File: src/rtl/mips_pkg.sv
// Shared constants for the multicycle MIPS control path: opcodes,
// FSM state encodings, ALU operation and PC source selector codes.
// MULTICYCLE_JUMP_EN: when defined, opcode J is a legal instruction.
package mips_pkg;

  localparam logic [5:0] R_TYPE = 6'b000000;
  localparam logic [5:0] LW     = 6'b100011;
  localparam logic [5:0] SW     = 6'b101011;
  localparam logic [5:0] BEQ    = 6'b000100;
  localparam logic [5:0] J      = 6'b000010;

  typedef enum logic [3:0] {
    S_FETCH   = 4'd0,
    S_DECODE  = 4'd1,
    S_MEMADR  = 4'd2,
    S_MEMRD   = 4'd3,
    S_MEMWB   = 4'd4,
    S_MEMWR   = 4'd5,
    S_EXEC    = 4'd6,
    S_RTYPEWB = 4'd7,
    S_BRANCH  = 4'd8,
    S_JUMP    = 4'd9
  } state_t;

  localparam logic [1:0] ALU_ADD   = 2'b00;
  localparam logic [1:0] ALU_SUB   = 2'b01;
  localparam logic [1:0] ALU_FUNCT = 2'b10;

  localparam logic [1:0] PC_ALU    = 2'b00;
  localparam logic [1:0] PC_ALUOUT = 2'b01;
  localparam logic [1:0] PC_JUMP   = 2'b10;

  localparam logic [1:0] SRCB_REG  = 2'b00;
  localparam logic [1:0] SRCB_FOUR = 2'b01;
  localparam logic [1:0] SRCB_IMM  = 2'b10;
  localparam logic [1:0] SRCB_BOFS = 2'b11;

  function automatic logic op_legal(input logic [5:0] op);
    logic ok;
    ok = (op == R_TYPE) || (op == LW) ||
         (op == SW) || (op == BEQ);
`ifdef MULTICYCLE_JUMP_EN
    ok = ok || (op == J);
`endif
    return ok;
  endfunction

endpackage

File: src/rtl/mem_wait_timer.sv
// Counts consecutive cycles a memory state waits for mem_ready.
// Ports: clk, reset (async, low), active, mem_ready -> timeout.
module mem_wait_timer
  import mips_pkg::*;
#(
  parameter int WAIT_MAX = 15
) (
  input  logic clk,
  input  logic reset,
  input  logic active,
  input  logic mem_ready,
  output logic timeout
);

  logic [7:0] count;

  // count holds the number of wait cycles already spent, so the
  // WAIT_MAX-th waiting cycle sees count == WAIT_MAX-1.
  assign timeout = active && !mem_ready &&
                   (count == 8'(WAIT_MAX - 1));

  // Clears whenever not waiting, so entry to a memory state
  // always starts from zero.
  always_ff @(posedge clk or negedge reset) begin
    if (!reset) begin
      count <= '0;
    end else if (active && !mem_ready && !timeout) begin
      count <= count + 8'd1;
    end else begin
      count <= '0;
    end
  end

endmodule

File: src/rtl/multicycle_control.sv
// Multicycle MIPS main control FSM with memory wait timeout.
// Ports: clk, reset(async low), opcode, mem_ready -> datapath
// controls, mem_err, illegal_op, state. Macro MULTICYCLE_JUMP_EN.
module multicycle_control
  import mips_pkg::*;
#(
  parameter int WAIT_MAX = 15
) (
  input  logic       clk,
  input  logic       reset,
  input  logic [5:0] opcode,
  input  logic       mem_ready,
  output logic       PCWrite,
  output logic       PCWriteCond,
  output logic       IorD,
  output logic       MemRead,
  output logic       MemWrite,
  output logic       MemtoReg,
  output logic       IRWrite,
  output logic       RegDst,
  output logic       RegWrite,
  output logic       ALUSrcA,
  output logic [1:0] ALUSrcB,
  output logic [1:0] ALUOp,
  output logic [1:0] PCSource,
  output logic       mem_err,
  output logic       illegal_op,
  output logic [3:0] state
);

  state_t state_q;
  logic   waiting;
  logic   timeout;

  assign state = state_q;

  assign waiting = (state_q == S_FETCH) ||
                   (state_q == S_MEMRD) ||
                   (state_q == S_MEMWR);

  mem_wait_timer #(
    .WAIT_MAX (WAIT_MAX)
  ) u_timer (
    .clk       (clk),
    .reset     (reset),
    .active    (waiting),
    .mem_ready (mem_ready),
    .timeout   (timeout)
  );

  always_ff @(posedge clk or negedge reset) begin
    if (!reset) begin
      state_q <= S_FETCH;
    end else begin
      case (state_q)
        S_FETCH:
          if (mem_ready) state_q <= S_DECODE;
        S_DECODE:
          unique case (1'b1)
            (opcode == R_TYPE):
              state_q <= S_EXEC;
            (opcode == LW),
            (opcode == SW):
              state_q <= S_MEMADR;
            (opcode == BEQ):
              state_q <= S_BRANCH;
`ifdef MULTICYCLE_JUMP_EN
            (opcode == J):
              state_q <= S_JUMP;
`endif
            default:
              state_q <= S_FETCH;
          endcase
        S_MEMADR:
          state_q <= (opcode == SW) ? S_MEMWR : S_MEMRD;
        S_MEMRD:
          if (mem_ready) state_q <= S_MEMWB;
          else if (timeout) state_q <= S_FETCH;
        S_MEMWB:
          state_q <= S_FETCH;
        S_MEMWR:
          if (mem_ready || timeout) state_q <= S_FETCH;
        S_EXEC:
          state_q <= S_RTYPEWB;
        S_RTYPEWB:
          state_q <= S_FETCH;
        S_BRANCH:
          state_q <= S_FETCH;
`ifdef MULTICYCLE_JUMP_EN
        S_JUMP:
          state_q <= S_FETCH;
`endif
        default:
          state_q <= S_FETCH;
      endcase
    end
  end

  always_comb begin
    PCWrite     = 1'b0;
    PCWriteCond = 1'b0;
    IorD        = 1'b0;
    MemRead     = 1'b0;
    MemWrite    = 1'b0;
    MemtoReg    = 1'b0;
    IRWrite     = 1'b0;
    RegDst      = 1'b0;
    RegWrite    = 1'b0;
    ALUSrcA     = 1'b0;
    ALUSrcB     = SRCB_REG;
    ALUOp       = ALU_ADD;
    PCSource    = PC_ALU;
    illegal_op  = 1'b0;
    mem_err     = timeout;
    case (state_q)
      S_FETCH: begin
        MemRead = 1'b1;
        ALUSrcB = SRCB_FOUR;
        IRWrite = mem_ready;
        PCWrite = mem_ready;
      end
      S_DECODE: begin
        ALUSrcB    = SRCB_BOFS;
        illegal_op = !op_legal(opcode);
      end
      S_MEMADR: begin
        ALUSrcA = 1'b1;
        ALUSrcB = SRCB_IMM;
      end
      S_MEMRD: begin
        MemRead = 1'b1;
        IorD    = 1'b1;
      end
      S_MEMWB: begin
        RegWrite = 1'b1;
        MemtoReg = 1'b1;
      end
      S_MEMWR: begin
        MemWrite = 1'b1;
        IorD     = 1'b1;
      end
      S_EXEC: begin
        ALUSrcA = 1'b1;
        ALUOp   = ALU_FUNCT;
      end
      S_RTYPEWB: begin
        RegWrite = 1'b1;
        RegDst   = 1'b1;
      end
      S_BRANCH: begin
        ALUSrcA     = 1'b1;
        ALUOp       = ALU_SUB;
        PCWriteCond = 1'b1;
        PCSource    = PC_ALUOUT;
      end
`ifdef MULTICYCLE_JUMP_EN
      S_JUMP: begin
        PCWrite  = 1'b1;
        PCSource = PC_JUMP;
      end
`endif
      default: begin
        MemRead = 1'b0;
      end
    endcase
    // Reset is asynchronous: suppress every state-changing strobe
    // while it is held, even though FETCH decodes combinationally.
    if (!reset) begin
      PCWrite     = 1'b0;
      PCWriteCond = 1'b0;
      MemWrite    = 1'b0;
      IRWrite     = 1'b0;
      RegWrite    = 1'b0;
      mem_err     = 1'b0;
      illegal_op  = 1'b0;
    end
  end

endmodule

File: config.mk
export PLATFORM = sky130hd
export DESIGN_NAME = multicycle_control
export DESIGN_NICKNAME = d
export VERILOG_FILES = /design/src/rtl/mips_pkg.sv /design/src/rtl/mem_wait_timer.sv /design/src/rtl/multicycle_control.sv
export SDC_FILE = /design/constraint.sdc
export NUM_CORES = 1
export LEC_CHECK = 0
export BUFFER_PORTS_ARGS = -buffer_cell sky130_fd_sc_hd__buf_2
export CORE_ASPECT_RATIO = 0.7
export CORE_UTILIZATION = 35
export CTS_CLUSTER_DIAMETER = 60
export DETAILED_ROUTE_END_ITERATION = 10
export PLACE_DENSITY = 0.65
export SETUP_SLACK_MARGIN = 0.05
export SYNTH_ARGS = -nofsm -noshare
export SYNTH_HDL_FRONTEND = slang
export SYNTH_HIERARCHICAL = 1
export SYNTH_SLANG_ARGS = --single-unit
File: constraint.sdc
create_clock -name clk -period 3 [get_ports clk]
set_clock_uncertainty 0.1 [all_clocks]
set_input_delay 0.3 -clock clk [delete_from_list [all_inputs] [get_ports clk]]
set_output_delay 0.3 -clock clk [all_outputs]
set_load 0.01 [all_outputs]
After elaboration in Yosys (flattened, before gate mapping)

Index checks and enable logic that the tools add are counted.

Bits in registers: 12
Bits of input ports: 9
Output and inout port bits: 22
Word-level logic and storage cells: 65

Add/subtract/negate cells: 1
Eq/ne operators: 15
Mux-type cells: 27
Reduce and logical (&&, ||, !) cells: 20

Operators by type and width:

| cell                  | number |
|---|---|
| $pmux W4 S6           | 1 |
| $mux W1               | 17 |
| $eq A4 B3 Y1 const B  | 4 |
| $mux W4               | 4 |
| $eq A6 B6 Y1 const B  | 2 |
| $pmux W4 S3           | 1 |
| $add A8 B1 Y8 const B | 1 |
| $eq A4 B2 Y1 const B  | 2 |
| $eq A8 B4 Y1 const B  | 1 |
| $mux W8               | 1 |
| $reduce_or A2 Y1      | 4 |
| $eq A6 B3 Y1 const B  | 1 |
| $logic_not A6 Y1      | 1 |
| $logic_or A1 B1 Y1    | 6 |
| $pmux W2 S3           | 1 |
| $eq A4 B1 Y1 const B  | 1 |
| $eq A4 B4 Y1 const B  | 1 |
| $logic_not A4 Y1      | 1 |
| $pmux W2 S2           | 1 |
| $logic_and A1 B1 Y1   | 3 |
| $logic_not A1 Y1      | 3 |
| $mux W3               | 1 |
| $ne A3 B3 Y1 const B  | 1 |
| $reduce_and A3 Y1     | 1 |
| 3 further kinds       | 3 |

Depth between registers and ports, before layout

Gate-level depths: netlist (run 1).

Word-level depth: 8
Mapped depth: 10
Depth with buffers taken out: 8

Modules after synthesis

The synthesis (run 1) kept the hierarchy.

By module, submodules not included:

| module             | times used | cells each | area each (µm²) | seq. area each (µm²) |
|---|---|---|---|---|
| multicycle_control | 1          | 67         | 519.2           | 100.1 |
| mem_wait_timer     | 1          | 40         | 409.1           | 200.2 |

Worst setup path before layout (run 1)

Ideal clock, no wire load.

Path type: reg-to-reg
From: register state_q[1], in the netlist state[1]
To: register state_q[2], in the netlist state[2]
Setup time: 141 ps
Data arrival time: 2169 ps
Required time: 2759 ps
Path slack: 589 ps
Stages on the path, launching flop included: 11
Buffers on the path: 2
Period minus slack after synthesis: 2411 ps
Cells stage by stage: dfrtp_1 buf_4 buf_4 xnor2_1 mux2_2 nor2_1 nand2_1 nor4_1 nor4b_1 a211oi_1 o221ai_1

Cells in the longest elaborated chain, start to end: 8
Elaborated cells between the ends (all ways): 16

RTL lines:

| item                                                    | line                                               | source |
|---|---|---|
| start: declaration                                      | multicycle_control.sv:31                           | `state_t state_q;` |
| start signal: assignment                                | multicycle_control.sv:75                           | `state_q <= (opcode == SW) ? S_MEMWR : S_MEMRD;` |
| $eq A4 B2 Y1 / $logic_not A4 Y1 (equally long branches) | multicycle_control.sv:38, multicycle_control.sv:37 |  |
| $logic_or A1 B1 Y1                                      | multicycle_control.sv:37                           | `assign waiting = (state_q == S_FETCH) \|\|` |
| $logic_or A1 B1 Y1 *                                    | multicycle_control.sv:38                           | `(state_q == S_MEMRD) \|\|` |
| via waiting                                             | multicycle_control.sv:32                           | `logic waiting;` |
| $logic_and A1 B1 Y1 * (2 in a row)                      | mem_wait_timer.sv:19                               | `assign timeout = active && !mem_ready &&` |
| via timeout                                             | multicycle_control.sv:33                           | `logic timeout;` |
| $logic_or A1 B1 Y1                                      | multicycle_control.sv:82                           | `if (mem_ready \|\| timeout) state_q <= S_FETCH;` |
| $ne A2 B1 Y1 (no source line)                           | --                                                 |  |
| $reduce_and A3 Y1 (no source line) *                    | --                                                 |  |

Mark *: on every way through the listed nets, which the timed path passes. The rest lies on a longest branch.
A chain may end at the register's enable or synchronous reset.

Worst setup path after layout (run 1)

From: register state_q[2], in the netlist state[2]
To: output port mem_err

Cells in the longest elaborated chain, start to end: 6
Elaborated cells between the ends (all ways): 8

RTL lines:

| item                                                    | line                                               | source |
|---|---|---|
| $eq A4 B2 Y1 / $logic_not A4 Y1 (equally long branches) | multicycle_control.sv:38, multicycle_control.sv:37 |  |
| $logic_or A1 B1 Y1                                      | multicycle_control.sv:37                           |  |
| $logic_or A1 B1 Y1 *                                    | multicycle_control.sv:38                           |  |
| via waiting                                             | multicycle_control.sv:32                           |  |
| $logic_and A1 B1 Y1 * (2 in a row)                      | mem_wait_timer.sv:19                               |  |
| via timeout                                             | multicycle_control.sv:33                           |  |
| $mux W1 *                                               | multicycle_control.sv:168                          | `if (!reset) begin` |
| end: declaration                                        | multicycle_control.sv:26                           | `output logic mem_err,` |

Marked as above.

==> results of run 1 <==
power breakdown:
| part | leakage, nW | switching, mW | internal (mW) | total [mW] |
|---|---|---|---|---|
| sequential | 0.164 | 0.0221 | 0.188 | 0.210 |
| combinational | 0.353 | 0.224 | 0.176 | 0.399 |
| clock | 0.0216 | 0.0560 | 0.0882 | 0.144 |
| total | 0.539 | 0.302 | 0.452 | 0.754 |
worst max-delay path by stage:
stage                           endpoint  slack [ns]  cells after the start
detailed placement  state[2]$_DFFE_PN0P_        0.40                      9
floorplan           state[2]$_DFFE_PN0P_        0.59                     10
CTS                              mem_err        0.23                      8
finish                           mem_err        0.24                      8
global route                     mem_err        0.13                      8
global placement    state[2]$_DFFE_PN0P_        0.66                      9
timing repair:
action                                 CTS  global route
hold buffers                             1             0
endpoints found under the hold margin   12             0
gates resized for setup                  0             0
cells by family (layout without fill, tap and decap cells):
group	Yosys count	after routing	synth area share
and+or+nand+nor	60	60	0.391
AOI/OAI and AO/OA	17	17	0.139
DFF	12	12	0.323
buffers and inverters	10	39	0.0660
xor gates and xnor gates	4	4	0.0377
adders and majority gates	2	2	0.0269
other	1	1	0.00404
muxes	1	1	0.0121
critical path, stage by stage, from the launching register on:
cell	delay, ns
dfrtp_1	0.37
buf_4	0.19
xnor2_1	0.15
mux2_2	0.27
nor2_1	0.20
nand2_1	0.10
nor4_1	0.53
and2_1	0.20
buf_2	0.12
synthesized netlist by cell type (2+ instances only):
| library cell | count |
|---|---|
| dfrtp_1 | 12 |
| nor2_1 | 12 |
| nand2_1 | 7 |
| nand3_1 | 6 |
| a21oi_1 | 5 |
| buf_4 | 4 |
| nand2b_1 | 4 |
| nor3_1 | 4 |
| o21ai_0 | 4 |
| inv_1 | 3 |
| or3_1 | 3 |
| and2_1 | 2 |
| and3_1 | 2 |
| and3b_1 | 2 |
| and4b_1 | 2 |
| ha_1 | 2 |
| nand4_1 | 2 |
| nor2b_1 | 2 |
| nor3b_1 | 2 |
| nor4_1 | 2 |
| nor4b_1 | 2 |
| nor4b_2 | 2 |
| o21bai_1 | 2 |
| xnor2_1 | 2 |
| xor2_1 | 2 |
layer usage:
| metal | GRT usage | vias up |
|---|---|---|
| met5 | 0 | - |
| li1 | - | 442 |
| met1 | 0.244 | 406 |
| met4 | 0.0682 | 0 |
| met2 | 0.238 | 15 |
| met3 | 0.0303 | 4 |
cell usage in the layout, fill, tap and decap left out, types with 2 or more instances in the layout:
cell,synthesis,final
xor2_1,2,2
o21ai_0,4,4
nand3_1,6,6
buf_4,4,3
nand4_1,2,2
and4b_1,2,2
dfrtp_1,12,12
inv_1,3,3
a21oi_1,5,5
o21bai_1,2,2
buf_2,1,29
ha_1,2,2
xnor2_1,2,2
nand2b_1,4,4
nor4b_1,2,2
nor2_1,12,12
nand2_1,7,7
nor4b_2,2,2
nor2b_1,2,2
and3_1,2,2
and2_1,2,2
or3_1,3,3
nor4_1,2,2
and3b_1,2,2
nor3b_1,2,2
nor3_1,4,4
clkbuf_8,0,3
sequential cells by signal, summed over array words and instances (netlist names):
name,cells
state,4
u_timer/count,8
final cells by class:
type	instances	area share
repair buffers	33	0.156
well taps	34	0.0373
flip-flops and latches	12	0.263
inverters	3	0.00988
clock buffers	3	0.0362
multi-input cells	85	0.497
stage by stage:
step | hold slack (ns) | instance area (um2) | utilization | setup slack [ns] | total power [mW]
finish | 0.158 | 1140 | 0.460 | 0.236 | 0.754
global route | 0.150 | 1140 | 0.460 | 0.133 | 0.814
CTS | 0.148 | 1140 | 0.460 | 0.233 | 0.760
detailed placement | 0.131 | 1090 | 0.439 | 0.400 | 0.611
global placement | 0.130 | 1090 | 0.439 | 0.658 | 0.606
floorplan | -0.0956 | 928 | - | 0.589 | 0.504
==> flow_summary_export.csv, run 1 <==
group,metric,value,unit
outcome,status,"complete, no violations",
critical_path,cp-end-kind,"output port",
min_path,hold_start,"opcode[4]",
detailed_routing,first_iter_violations,72,
detailed_routing,routed-via-count,867,
finish,fin_cells,170,
global_route,grt_first_pass_wirelength,3.64,mm
detailed_routing,top_layer_used,"met4",
cts,clk_path_buf_depth,2,
critical_path,r2r_end,"state[2]$_DFFE_PN0P_",
detailed_routing,met1_length,1.15,mm
floorplan,initial_core_util,0.375,
finish,fillers,250,
sta,worst_pin_slew,0.572,ns
critical_path,reg2reg_depth,9,
power,p_leak,0.539,nW
placed_design,port_buffers,29,
power,peakVddDrop,263,uV
cts,cts_tree,"done",
floorplan,rows,15,
floorplan,core_area,0.00248,mm2
placed_design,globalplace.congestion,0.747,
critical_path,arrival,2.36,ns
min_path,holdPathStages,2,
placed_design,placed_cells,166,
global_route,grt_overflow_total,0,
synth,synth-edff-count,0,
sta,fmax,0.362,GHz
finish,finalNetCount,149,
synth,synth_cells,107,
cts,htreeDepth,1,
sta,maxSlewHeadroom,0.615,
global_route,antenna_found_initial,0,
cts,cts_root_buf,"clkbuf_8",
synth,yosysWarningCount,6,
global_route,grt_max_degree,19,
cts,cts_inserted_buffers,3,
synth,synth_area_per_cell,8.68,um2
finish,regArea,300,um2
detailed_routing,routed_wl,2.09,mm
cts,clkTransAtPathRegs,0.05,ns
finish,drive_gt1_frac,0.301,
power,power_density,661,mW/mm2
floorplan,die_h,45.1,um
critical_path,cp-start-kind,"flip-flop",
detailed_routing,drc_errors,0,
floorplan,die_width,63.6,um
detailed_routing,wl_per_cell,12.3,um
detailed_routing,dr_wl_met3,55,um
synth,synth_top_cell_by_area,"dfrtp_1",
critical_path,path_class,"flip-flop to output port",
min_path,worstHoldEndpoint,"state[3]$_DFFE_PN0P_",
sta,hold_viol_final,0,
critical_path,cp_max_fo,16,
critical_path,crit_start,"state[2]$_DFFE_PN0P_",
global_route,grt_pass1_vias,776,
sta,period_needed,2.76,ns
cts,cts_sinks,12,
min_path,holdCritPathClass,"primary input to flip-flop",
sta,drv_slew,0,
detailed_routing,first_pass_iters,4,
sta,fin_crit_sh,0.921,
synth,synth.top_cell.area_share,0.323,
floorplan,ioPinCount,31,
sta,rsz0062_at_grt,"false",
floorplan,die_area,0.00287,mm2
synth,synthDistinctLibCells,40,
finish,antennaDiodeCount,0,
finish,multi_input_area,567,um2
synth,synthFlopType,"dfrtp_1",
synth,ys_seq_area_frac,0.323,
critical_path,worstPathRequired,2.60,ns
placed_design,dp_hpwl,1.60,mm
synth,synthesis.area,928,um2
sta,finalSetupTns,0,ns
critical_path,rrSetupSlack,0.36,ns
detailed_routing,wl_met2,862,um
sta,setup_viol,0,
global_route,track_usage,0.166,
detailed_routing,drtAntennaViolNets,0,
synth,synth_seq_cells,12,
synth,yosys-top-cells-area,"dfrtp_1 32%, nor2_1 4.9%, nand3_1 3.2%",
synth,synthArstFlopShare,1.00,
critical_path,r2r_start,"state[2]$_DFFE_PN0P_",
cts,insertion_delay,0.24,ns
finish,areaGrowthSynthToFinish,22.8,%
synth,synth_nets,118,
detailed_routing,viasPerCell,5.10,
cts,cts_setup_buffers,0,
run,max_cap_viol_count,0,
Power figures use the tool's default switching activity.
==> run 2: changes to the inputs <==
clock period = 3.4 ns   (was 3 ns; I/O delays follow)
==> flow_summary_export.csv, run 2 (synthesis gave the netlist of run 1 again) <==
group,metric,value,unit
critical_path,critPathMaxStageDelay,0.59,ns
sta,setup_viol,0,
cts,cts_setup_buffers,0,
detailed_routing,first_iter_violations,38,
sta,maxSlewHeadroom,0.595,
finish,areaGrowthSynthToFinish,21.8,%
critical_path,slowest_stage,"dfrtp_1",
cts,htreeDepth,1,
finish,fin_cells,168,
cts,cts_root_buf,"clkbuf_8",
finish,finalNetCount,146,
cts,clk_path_buf_depth,2,
critical_path,r2r_start,"state[1]$_DFFE_PN0P_",
placed_design,post_dp_cell_area,0.00107,mm2
sta,setup_slack,0.406,ns
placed_design,globalplace.congestion,0.772,
critical_path,worstPathRequired,2.96,ns
detailed_routing,drtAntennaViolNets,0,
critical_path,arrival,2.55,ns
cts,cts-resized-gates,0,
outcome,status,"complete, no violations",
floorplan,core_area,0.00248,mm2
detailed_routing,routed-via-count,866,
cts,cts_hold_buf,1,
cts,cts_sinks,12,
global_route,grt_pass1_vias,761,
finish,antennaDiodeCount,0,
floorplan,initial_core_util,0.375,
sta,worst_pin_slew,0.602,ns
detailed_routing,viasPerCell,5.15,
floorplan,die_area,0.00287,mm2
global_route,antenna_found_initial,0,
run,max_cap_viol_count,0,
critical_path,crit_buf_inv,1,
floorplan,ioPinCount,31,
sta,finalSetupTns,0,ns
sta,fmax,0.334,GHz
finish,design_area,0.00113,mm2
min_path,hold_start,"opcode[4]",
power,peakVddDrop,207,uV
critical_path,cp-start-kind,"flip-flop",
sta,rsz0062_at_grt,"false",
floorplan,die_width,63.6,um
critical_path,cp-end-kind,"output port",
finish,top_register,"u_timer/count",
min_path,worstHoldEndpoint,"state[3]$_DFFE_PN0P_",
sta,period_needed,2.99,ns
critical_path,critPathTopFamily,"simple AND/OR/NAND/NOR gates",
power,p_leak,0.531,nW
cts,insertion_delay,0.24,ns
critical_path,path_class,"flip-flop to output port",
finish,layout_common_cells,"29 x buf_2, 12 x nor2_1, 12 x dfrtp_1",
finish,final_core_util,0.457,
critical_path,reg2reg_depth,8,
critical_path,cp_max_fo,20,
global_route,grt_overflow_total,0,
detailed_routing,wl_per_cell,12.8,um
finish,largest_register_ffs,8,
placed_design,placed_cells,163,
detailed_routing,routed_wl,2.16,mm
cts,cts_inserted_buffers,3,
detailed_routing,drc_errors,0,
global_route,track_usage,0.160,
global_route,grt_first_pass_wirelength,3.51,mm
finish,drive_gt1_frac,0.291,
floorplan,die_h,45.1,um
critical_path,cp_cell_sequence,"or2_2 > mux2_2 > nor2_1 > nand2_1 > nor4_1 > and2_1 > buf_2",
critical_path,rrSetupSlack,0.66,ns
sta,whs,0.185,ns
placed_design,dp_hpwl,1.53,mm
power,power_density,593,mW/mm2
placed_design,port_buffers,29,
finish,mostFrequentLayoutCell,"buf_2",
power,fin_total_pwr,0.671,mW
global_route,grt_max_degree,21,
cts,cts_tree,"done",
cts,clkTransAtPathRegs,0.05,ns
floorplan,rows,15,
sta,fin_crit_sh,0.881,
detailed_routing,first_pass_iters,4,
min_path,holdPathStages,2,
sta,drv_slew,0,
critical_path,r2r_end,"state[2]$_DFFE_PN0P_",
min_path,holdCritPathClass,"primary input to flip-flop",
placed_design,preCtsSetupSlack,0.661,ns
sta,hold_viol_final,0,
run 2: changes by cell type in the layout (fill, tap and decap cells not counted), sizes merged:
cell    delta
clkbuf     +1
buf        -3
run 2: area by class of cell:
cell class | count | area, um2
fill | 262 | 1350
multi-input combinational | 85 | 567
sequential | 12 | 300
timing repair buffer | 30 | 155
clock buffer | 4 | 55.1
tap | 34 | 42.5
inverter | 3 | 11.3
run 2: report_power, final:
group	switching (mW)	internal [mW]
Combinational	0.144	0.140
Sequential	0.0682	0.165
Clock	0.0524	0.102
run 2: metal layers:
metal,global-route usage,part of all wire,wire length [um]
met5,0,0,0
met3,0.0556,0.041,88
met2,0.238,0.45,968
met1,0.229,0.51,1100
met4,0.0182,0,0
run 2: how the worst max path moves through the flow:
| stage | end | depth (start not counted) | from |
|---|---|---|---|
| after floorplan | state[2]$_DFFE_PN0P_ | 10 | state[1]$_DFFE_PN0P_ |
| after global placement | mem_err | 7 | state[1]$_DFFE_PN0P_ |
| after detailed placement | mem_err | 7 | state[2]$_DFFE_PN0P_ |
| after CTS | mem_err | 7 | state[2]$_DFFE_PN0P_ |
| after global routing | mem_err | 7 | state[1]$_DFFE_PN0P_ |
| final | mem_err | 7 | state[1]$_DFFE_PN0P_ |
==> run 3: changes to the inputs <==
ABC_AREA = 1   (was not set)
==> flow_summary_export.csv, run 3 <==
group,metric,value,unit
floorplan,ioPinCount,31,
power,p_leak,0.641,nW
synth,ys_top_cells_by_count,"27 x nand2_1, 27 x nor2_1, 14 x inv_1",
placed_design,globalplace.congestion,0.815,
sta,drv_slew,0,
sta,fmax,0.400,GHz
global_route,grt_pass1_vias,869,
critical_path,rrSetupSlack,1.32,ns
synth,ys_seq_area_frac,0.320,
finish,antennaDiodeCount,0,
detailed_routing,wl_per_cell,10.2,um
critical_path,slowest_stage,"dfrtp_1",
sta,setup_viol,0,
finish,finalNetCount,182,
critical_path,r2r_start,"state[3]$_DFFE_PN0P_",
floorplan,die_width,63.9,um
cts,clkTransAtPathRegs,0.05,ns
detailed_routing,routed_wl,2.09,mm
sta,fin_crit_sh,0.736,
synth,synthesis.area,940,um2
critical_path,path_class,"flip-flop to output port",
detailed_routing,viasPerCell,4.50,
sta,period_needed,2.50,ns
synth,yosysWarningCount,6,
finish,fillers,245,
global_route,antenna_found_initial,0,
global_route,track_usage,0.161,
critical_path,critPathMaxStageDelay,0.45,ns
finish,layout_common_cells,"29 x buf_2, 27 x nand2_1, 27 x nor2_1",
cts,cts_root_buf,"clkbuf_8",
outcome,status,"complete, no violations",
placed_design,dp_hpwl,1.73,mm
cts,cts_setup_buffers,0,
synth,synth_cells,138,
synth,synth-edff-count,0,
detailed_routing,routed-via-count,918,
synth,yosys-top-cells-area,"dfrtp_1 32%, nand2_1 11%, nor2_1 11%",
detailed_routing,first_iter_violations,21,
synth,synthArstFlopShare,1.00,
detailed_routing,first_pass_iters,4,
finish,top_register,"u_timer/count",
critical_path,cp_max_fo,6,
synth,synthDistinctLibCells,24,
floorplan,die_h,45.4,um
finish,drive_gt1_frac,0.353,
global_route,grt_first_pass_wirelength,3.58,mm
floorplan,core_area,0.00250,mm2
floorplan,rows,15,
global_route,grt_max_degree,16,
cts,insertion_delay,0.24,ns
detailed_routing,drc_errors,0,
cts,cts_tree,"done",
critical_path,crit_start,"state[3]$_DFFE_PN0P_",
detailed_routing,drtAntennaViolNets,0,
global_route,grt_overflow_total,0,
placed_design,port_buffers,29,
critical_path,r2r_end,"state[1]$_DFFE_PN0P_",
synth,synth_nets,149,
synth,synth.top_cell.area_share,0.320,
sta,rsz0062_at_grt,"false",
floorplan,initial_core_util,0.376,
cts,cts_sinks,12,
critical_path,cp-end-kind,"output port",
power,peakVddDrop,207,uV
critical_path,reg2reg_depth,9,
synth,synth_area_per_cell,6.81,um2
floorplan,die_area,0.00290,mm2
run,max_cap_viol_count,0,
critical_path,cp_cell_sequence,"nor2_4 > nand2_2 > nand3_2 > inv_1 > nor2_1 > nor3b_1 > nand2_1 > inv_1 > buf_2",
cts,clk_path_buf_depth,2,
critical_path,arrival,2.06,ns
synth,synthFlopType,"dfrtp_1",
finish,largest_register_ffs,8,
synth,synth_seq_cells,12,
synth,synth_top_cell_by_area,"dfrtp_1",
cts,htreeDepth,1,
critical_path,setup.worst_path.end,"mem_err",
finish,mostFrequentLayoutCell,"buf_2",
finish,final_core_util,0.472,
critical_path,path_common_cell,"inv_1",
critical_path,cp-start-kind,"flip-flop",
power,power_density,563,mW/mm2
sta,hold_viol_final,0,
critical_path,worstPathRequired,2.96,ns
sta,finalSetupTns,0,ns
finish,areaGrowthSynthToFinish,25.3,%
min_path,holdCritPathClass,"primary input to flip-flop",
cts,cts_inserted_buffers,3,
==> run 3: worst min path at each step <==
stage          startpoint                          to  slack, ns  depth (start not counted)
3_5_place_dp        reset  u_timer/count[6]$_DFF_PN0_       0.15                          1
4_1_cts         opcode[0]        state[3]$_DFFE_PN0P_       0.29                          4
5_1_grt         opcode[0]        state[3]$_DFFE_PN0P_       0.33                          4
6_report        opcode[0]        state[3]$_DFFE_PN0P_       0.30                          4
2_1_floorplan       reset        state[0]$_DFFE_PN0P_      -0.06                          0
3_3_place_gp        reset  u_timer/count[6]$_DFF_PN0_       0.16                          1
==> run 3: worst max-delay path: cells and delay by family (launching register included) <==
family / cells / cell delay [ns]
flops: 1 / 0.45
buf+inv: 3 / 0.23
simple gates: 6 / 1.14
==> run 3: kinds of logic (layout without fill, tap and decap cells) <==
group           count (synthesis)  count (layout)  synth area share
compound gates                  4               4            0.0400
xor+xnor                        3               3            0.0280
fa+ha+maj                       2               2            0.0266
buf+inv                        23              55            0.0999
flops                          12              12             0.320
other cells                     1               1           0.00399
simple gates                   93              93             0.482
==> run 3: power breakdown <==
group	internal, mW	leakage (nW)	switching (mW)
Sequential	0.165	0.164	0.0365
Combinational	0.109	0.448	0.198
Clock	0.102	0.0288	0.0521
==> run 3: cell type report <==
class,instances,area (um2),area share
clock buffers,4,55.1,0.0468
inverters,21,78.8,0.0670
multi-input cells,103,546,0.463
flip-flops and latches,12,300,0.255
well taps,34,42.5,0.0361
repair buffers,30,155,0.132
==> run 3: metal layers <==
metal / wire length [um] / vias to the layer above / share of wire / track usage
met5: 0 / - / 0 / 0
met4: 14 / 0 / 0.0067 / 0.0409
met3: 108 / 2 / 0.052 / 0.0455
met2: 927 / 21 / 0.44 / 0.277
met1: 1040 / 408 / 0.50 / 0.204
li1: - / 487 / - / -
==> run 3: repair_timing <==
item                                   CTS  global route
gates resized for setup                  0             0
endpoints found under the hold margin   12             0
hold buffers                             1             0
==> run 3: through the flow <==
step / hold slack, ns / power, mW / setup slack, ns / area, um2 / instances
final: 0.299 / 0.663 / 0.897 / 1180 / 204
after global routing: 0.334 / 0.719 / 0.739 / 1180 / 204
after CTS: 0.294 / 0.672 / 0.889 / 1180 / 204
after detailed placement: 0.153 / 0.514 / 1.16 / 1110 / 199
after global placement: 0.157 / 0.502 / 1.22 / 1110 / 199
after floorplan: -0.0556 / 0.416 / 1.35 / 940 / 138
